$ cat config.mk
export PLATFORM = sky130hd
export DESIGN_NAME = vga_fb_arbiter
export DESIGN_NICKNAME = d
export VERILOG_FILES = /design/src/rtl/vga_fb_arbiter.sv
export SDC_FILE = /design/constraint.sdc
export NUM_CORES = 1
export LEC_CHECK = 0
export CAP_MARGIN = 20
export CORE_AREA = 5 5 121 123
export DETAILED_ROUTE_END_ITERATION = 6
export DIE_AREA = 0 0 126 128
export HOLD_SLACK_MARGIN = 0.12
export PLACE_DENSITY = 0.73
export SETUP_SLACK_MARGIN = 0.15
export SLEW_MARGIN = 30
export SYNTH_ARGS = -nofsm -noshare
export SYNTH_HDL_FRONTEND = slang
export SYNTH_SLANG_ARGS = --single-unit
$ cat constraint.sdc
create_clock -name clk -period 7.5 [get_ports clk]
set_input_delay 2.25 -clock clk [delete_from_list [all_inputs] [get_ports clk]]
set_output_delay 2.25 -clock clk [all_outputs]
set_load 0.005 [all_outputs]
$ cat src/rtl/vga_fb_arbiter.sv
// vga_fb_arbiter: single-port frame memory arbiter for the NES 256x240 buffer.
// VGA reads always win. PPU writes queue in a small FIFO and drain on idle cycles.
// The clear engine drains the FIFO, then fills MEM_WORDS words with CLEAR_COLOR.
// Optional build macro VGA_FB_ARB_STATS_EN adds a saturating write-stall counter.
module vga_fb_arbiter #(
  parameter int unsigned       ADDR_W      = 16,
  parameter int unsigned       DATA_W      = 6,
  parameter int unsigned       MEM_WORDS   = 61440,
  parameter int unsigned       FIFO_DEPTH  = 4,
  parameter logic [DATA_W-1:0] CLEAR_COLOR = 'h0F
) (
  input  logic              clk,
  input  logic              rst,
  input  logic              rd_req,
  input  logic [ADDR_W-1:0] rd_addr,
  output logic              rd_valid,
  output logic [DATA_W-1:0] rd_data,
  input  logic              wr_req,
  input  logic [ADDR_W-1:0] wr_addr,
  input  logic [DATA_W-1:0] wr_data,
  output logic              wr_ready,
  input  logic              clr_start,
  output logic              clr_busy,
  output logic              clr_done,
  output logic              mem_en,
  output logic              mem_we,
  output logic [ADDR_W-1:0] mem_addr,
  output logic [DATA_W-1:0] mem_wdata,
  input  logic [DATA_W-1:0] mem_rdata
`ifdef VGA_FB_ARB_STATS_EN
  ,
  input  logic              stats_clr,
  output logic [15:0]       stall_cnt
`endif
);

  localparam int unsigned PTR_W = $clog2(FIFO_DEPTH);
  localparam int unsigned CNT_W = $clog2(FIFO_DEPTH + 1);

  typedef enum logic [1:0] {S_IDLE, S_DRAIN, S_CLEAR} state_t;

  state_t              state, state_nxt;
  logic [ADDR_W-1:0]   clr_cnt;
  logic [ADDR_W-1:0]   fifo_addr [FIFO_DEPTH];
  logic [DATA_W-1:0]   fifo_data [FIFO_DEPTH];
  logic [PTR_W-1:0]    rd_ptr, wr_ptr;
  logic [CNT_W-1:0]    fifo_cnt;
  logic                fifo_empty;
  logic                push, pop;
  logic                grant_clr, grant_fifo;
  logic                clr_last;
  logic                rd_pend;
  logic                clr_busy_nxt, clr_done_nxt;

  assign fifo_empty = (fifo_cnt == '0);
  assign clr_last   = (clr_cnt == ADDR_W'(MEM_WORDS - 1));
  assign wr_ready   = (fifo_cnt < CNT_W'(FIFO_DEPTH)) && (state == S_IDLE);
  assign push       = wr_req && wr_ready;
  assign pop        = grant_fifo;

  // Per-cycle arbitration: read, then clear write, then FIFO head write.
  always_comb begin
    mem_en     = 1'b0;
    mem_we     = 1'b0;
    mem_addr   = '0;
    mem_wdata  = '0;
    grant_clr  = 1'b0;
    grant_fifo = 1'b0;
    if (rd_req) begin
      mem_en   = 1'b1;
      mem_addr = rd_addr;
    end else if (state == S_CLEAR) begin
      mem_en    = 1'b1;
      mem_we    = 1'b1;
      mem_addr  = clr_cnt;
      mem_wdata = CLEAR_COLOR;
      grant_clr = 1'b1;
    end else if (!fifo_empty) begin
      mem_en     = 1'b1;
      mem_we     = 1'b1;
      mem_addr   = fifo_addr[rd_ptr];
      mem_wdata  = fifo_data[rd_ptr];
      grant_fifo = 1'b1;
    end
  end

  // Clear sequencer next-state decision.
  always_comb begin
    state_nxt = state;
    case (state)
      S_IDLE:  if (clr_start) state_nxt = S_DRAIN;
      S_DRAIN: if (fifo_empty) state_nxt = S_CLEAR;
      S_CLEAR: if (grant_clr && clr_last) state_nxt = S_IDLE;
      default: state_nxt = S_IDLE;
    endcase
  end

  // Sequencer status outputs, computed one cycle ahead so they can be registered.
  always_comb begin
    clr_busy_nxt = (state_nxt != S_IDLE);
    clr_done_nxt = (state == S_CLEAR) && grant_clr && clr_last;
  end

  // Sequencer state and registered status outputs.
  always_ff @(posedge clk or posedge rst) begin
    if (rst) begin
      state    <= S_IDLE;
      clr_busy <= 1'b0;
      clr_done <= 1'b0;
    end else begin
      state    <= state_nxt;
      clr_busy <= clr_busy_nxt;
      clr_done <= clr_done_nxt;
    end
  end

  // Clear address counter: zeroed on DRAIN->CLEAR, advances only on granted clear writes.
  always_ff @(posedge clk or posedge rst) begin
    if (rst) begin
      clr_cnt <= '0;
    end else if (state == S_DRAIN && fifo_empty) begin
      clr_cnt <= '0;
    end else if (grant_clr && !clr_last) begin
      clr_cnt <= clr_cnt + ADDR_W'(1);
    end
  end

  // FIFO storage needs no reset; the occupancy count alone defines validity.
  always_ff @(posedge clk) begin
    if (push) begin
      fifo_addr[wr_ptr] <= wr_addr;
      fifo_data[wr_ptr] <= wr_data;
    end
  end

  // FIFO pointers and occupancy.
  always_ff @(posedge clk or posedge rst) begin
    if (rst) begin
      rd_ptr   <= '0;
      wr_ptr   <= '0;
      fifo_cnt <= '0;
    end else begin
      if (push) wr_ptr <= wr_ptr + PTR_W'(1);
      if (pop)  rd_ptr <= rd_ptr + PTR_W'(1);
      case ({push, pop})
        2'b10:   fifo_cnt <= fifo_cnt + CNT_W'(1);
        2'b01:   fifo_cnt <= fifo_cnt - CNT_W'(1);
        default: fifo_cnt <= fifo_cnt;
      endcase
    end
  end

  // Read pipeline: request cycle, memory latency cycle, then registered result.
  always_ff @(posedge clk or posedge rst) begin
    if (rst) begin
      rd_pend  <= 1'b0;
      rd_valid <= 1'b0;
      rd_data  <= '0;
    end else begin
      rd_pend  <= rd_req;
      rd_valid <= rd_pend;
      if (rd_pend) rd_data <= mem_rdata;
    end
  end

`ifdef VGA_FB_ARB_STATS_EN
  // Saturating count of cycles the writer was held off.
  always_ff @(posedge clk or posedge rst) begin
    if (rst) begin
      stall_cnt <= '0;
    end else if (stats_clr) begin
      stall_cnt <= '0;
    end else if (wr_req && !wr_ready && stall_cnt != '1) begin
      stall_cnt <= stall_cnt + 16'd1;
    end
  end
`endif

endmodule

==> results.yml <==
status:
  status: "complete, no violations"
route:
  routed_wl_mm: 11.5
  avgViaCountPerCell: 5.27
  ant_nets: 0
  drtIter0Drc: 217
  vias: 3339
  drc: 0
  wl_per_cell_um: 18.2
  first_pass_iters: 6
layout:
  multi_input_comb_area_um2: 1650
  finalInstanceArea_um2: 6920
  regArea_um2: 3520
  fin_nets: 496
  fill_cells: 1124
  num_antenna_cells: 0
  area_growth_pct: 31.1
  drive_gt1_share_pct: 16.6
grt:
  antenna_found_initial: 0
  grt_start_max_net_pins: 36
  groute.usage.overall_pct: 14.9
  overflow: 0
  grt_pass1_vias: 3455
  grt_pass1_wl_mm: 18.3
logic_synthesis:
  synth_nets: 405
  avgSynthCellArea_um2: 15.1
  yosys.cell_types.count: 40
  ys_seq_elements: 123
  synth_area_um2: 5270
  synth-edff-count: 88
  yosysWarningCount: 0
  syn_inst: 349
  yosysSeqAreaShare_pct: 66.7
  synth-main-ff-cell: "edfxtp_1"
  async_reset_ff_share_pct: 28.5
worst_hold_path:
  min_delay_path_depth: 1
  hold_class: "reg2reg"
placement:
  post_dp_cell_area_um2: 6320
  place_hpwl_mm: 7.85
  io_buffers: 82
  gp_congestion: 0.784
sta:
  slew_headroom_pct: 47.7
  grt_setup_unrepaired: "false"
  maxSlewViolCount: 0
  tightestPinTransition_ns: 0.779
  fin_crit_sh_pct: 83.8
  final_hold_viol_count: 0
  max_freq_ghz: 0.159
  fin_crit_ns: 6.28
  finalClockSkew_ns: 0.00809
  finalSetupViolations: 0
  setup_tns_ns: 0
critical_path:
  cp_max_fo: 33
  crit_chain: "clkdlybuf4s50_1 > buf_4 > nand2_1 > o21ai_0 > clkdlybuf4s50_1"
  slowest_delay_ns: 0.68
  cp_data_required_time_ns: 5.25
  critPathMostFrequentCell: "clkdlybuf4s50_1"
  cp-start-kind: "input pin"
  crit_type: "in2out"
  r2r_cells: 10
  cp-end-kind: "primary output"
  critPathArrivalTime_ns: 4.03
  cp_slowest_cell: "clkdlybuf4s50_1"
clock_network:
  cts_tree: "done"
  cts_resized: 0
  cts.htree.levels: 4
  cts_sinks: 123
  clkTransAtPathRegs_ns: 0.05
  clkLatencyLatePin_ns: 0.41
  numCtsBuffers: 17
  clockBufferDepth: 2
  cts_hold_buffers: 0
  cts-root-buf: "clkbuf_16"
  post_cts_buffers: 0
power:
  powerDensity_nw_per_um2: 247
  power_leakage_nw: 2.44
  peakVddDrop_mv: 0.208
die:
  rows: 43
  pin_count: 83
  fp.coreArea_um2: 13600
  initial_utilization_pct: 38.9
  die_w_um: 126
  die_h_um: 128
  die-area_um2: 16100
flow_run:
  maxCapViolations: 0
[cells in the final DEF, fill, tap and decap left out, types with 2 or more instances in the layout]
master,count
edfxtp_1,88
clkdlybuf4s50_1,82
dfrtp_1,34
nand2_1,29
mux4_2,22
o21ai_0,21
clkbuf_16,17
a22oi_1,16
a21oi_1,14
or4_1,12
inv_1,10
o31ai_1,9
buf_4,9
nand3_1,7
mux2_2,6
ha_1,6
nor3_1,5
nor2_1,5
mux2i_1,4
and2_1,4
o21a_1,4
and3_1,4
inv_6,4
xnor2_1,3
xor2_1,3
nand4_1,3
clkinvlp_4,3
clkinv_4,3
or3_1,2
or2_0,2
o21ai_1,2
bufinv_16,2
clkinv_2,2
[per-stage QoR]
step / power, mW / setup slack, ns / std cells / utilization, % / hold WS, ns
6_report: 1.71 / 1.22 / 633 / 51.0 / 0.502
2_1_floorplan: 0.841 / 2.25 / 349 / - / 0.352
4_1_cts: 1.73 / 1.21 / 633 / 51.0 / 0.507
3_5_place_dp: 0.923 / 1.24 / 601 / 46.6 / 0.495
5_1_grt: 1.78 / 1.12 / 633 / 51.0 / 0.516
3_3_place_gp: 0.917 / 1.27 / 601 / 46.6 / 0.490
[synthesized netlist by cell type, types with 2 or more instances]
master / count / share of area (%)
edfxtp_1: 88 / 50
dfrtp_1: 35 / 17
nand2_1: 29 / 2.1
mux4_2: 22 / 9.4
o21ai_0: 21 / 2.0
a22oi_1: 16 / 2.3
clkbuf_1: 16 / 1.1
a21oi_1: 14 / 1.3
or4_1: 12 / 1.7
inv_1: 10 / 0.71
o31ai_1: 9 / 1.3
nand3_1: 7 / 0.66
ha_1: 6 / 1.4
mux2_2: 6 / 1.3
nor2_1: 6 / 0.43
nor3_1: 5 / 0.47
and2_1: 4 / 0.47
and3_1: 4 / 0.47
mux2i_1: 4 / 0.76
o21a_1: 4 / 0.57
buf_2: 3 / 0.28
nand4_1: 3 / 0.36
xnor2_1: 3 / 0.50
xor2_1: 3 / 0.50
o21ai_1: 2 / 0.19
or2_0: 2 / 0.24
or3_1: 2 / 0.24
[per-layer routing]
| metal | track usage (%) | vias up | wire [µm] |
|---|---|---|---|
| li1 | - | 1562 | - |
| met1 | 18.5 | 1642 | 4730 |
| met2 | 24.3 | 114 | 5700 |
| met3 | 5.08 | 21 | 835 |
| met4 | 5.80 | 0 | 241 |
| met5 | 0 | - | 0 |
[power breakdown]
| part | internal (mW) | total [mW] | leakage [nW] | switching [mW] |
|---|---|---|---|---|
| logic | 0.0803 | 0.133 | 0.953 | 0.0523 |
| registers | 0.748 | 0.777 | 1.21 | 0.0283 |
| clock network | 0.494 | 0.802 | 0.283 | 0.307 |
| total | 1.32 | 1.71 | 2.44 | 0.388 |
[worst max-delay path, delay by kind of cell]
kind	cells	cell delay [ns]
buffers and inverters	3	1.59
and+or+nand+nor	1	0.08
AOI/OAI and AO/OA	1	0.10
[final cells by class]
type	count	area share [%]
clock inverters	15	2.39
flip-flops and latches	123	50.9
clock buffers	17	6.15
repair buffers	91	12.8
inverters	10	0.543
well taps	180	3.26
multi-input cells	197	23.9
[sequential cells by signal (all words and copies together), names as in the netlist]
name and count:
fifo_data 24, state 2, clr_cnt 16, clr_done 1, fifo_cnt 3, clr_busy 1, rd_valid 1, wr_ptr 2
rd_ptr 2, rd_pend 1, rd_data 6, fifo_addr 64
[path summary, 6_finish.rpt]
kind | startpoint | end | slack [ns]
min in group asynchronous | rst | rd_data[0]$_DFFE_PP0P_ | 2.25
worst max register to register | state[1]$_DFF_PP0_ | fifo_cnt[2]$_DFFE_PP0P_ | 5.09
worst min-delay path | rd_data[5]$_DFFE_PP0P_ | rd_data[5]$_DFFE_PP0P_ | 0.50
worst max-delay path | rd_req | mem_addr[6] | 1.22
max in group asynchronous | rst | rd_ptr[1]$_DFFE_PP0P_ | 4.90
worst min register to register | rd_data[5]$_DFFE_PP0P_ | rd_data[5]$_DFFE_PP0P_ | 0.50
[cell families after synthesis]
kind of cell / Yosys count / share of synthesized area [%]
flops: 123 / 66.7
simple gates: 85 / 9.11
compound gates: 67 / 7.81
mux: 32 / 11.4
buf+inv: 29 / 2.14
fa+ha+maj: 7 / 1.80
xor+xnor: 6 / 0.997
No activity file was read; power rests on OpenSTA's default activity.
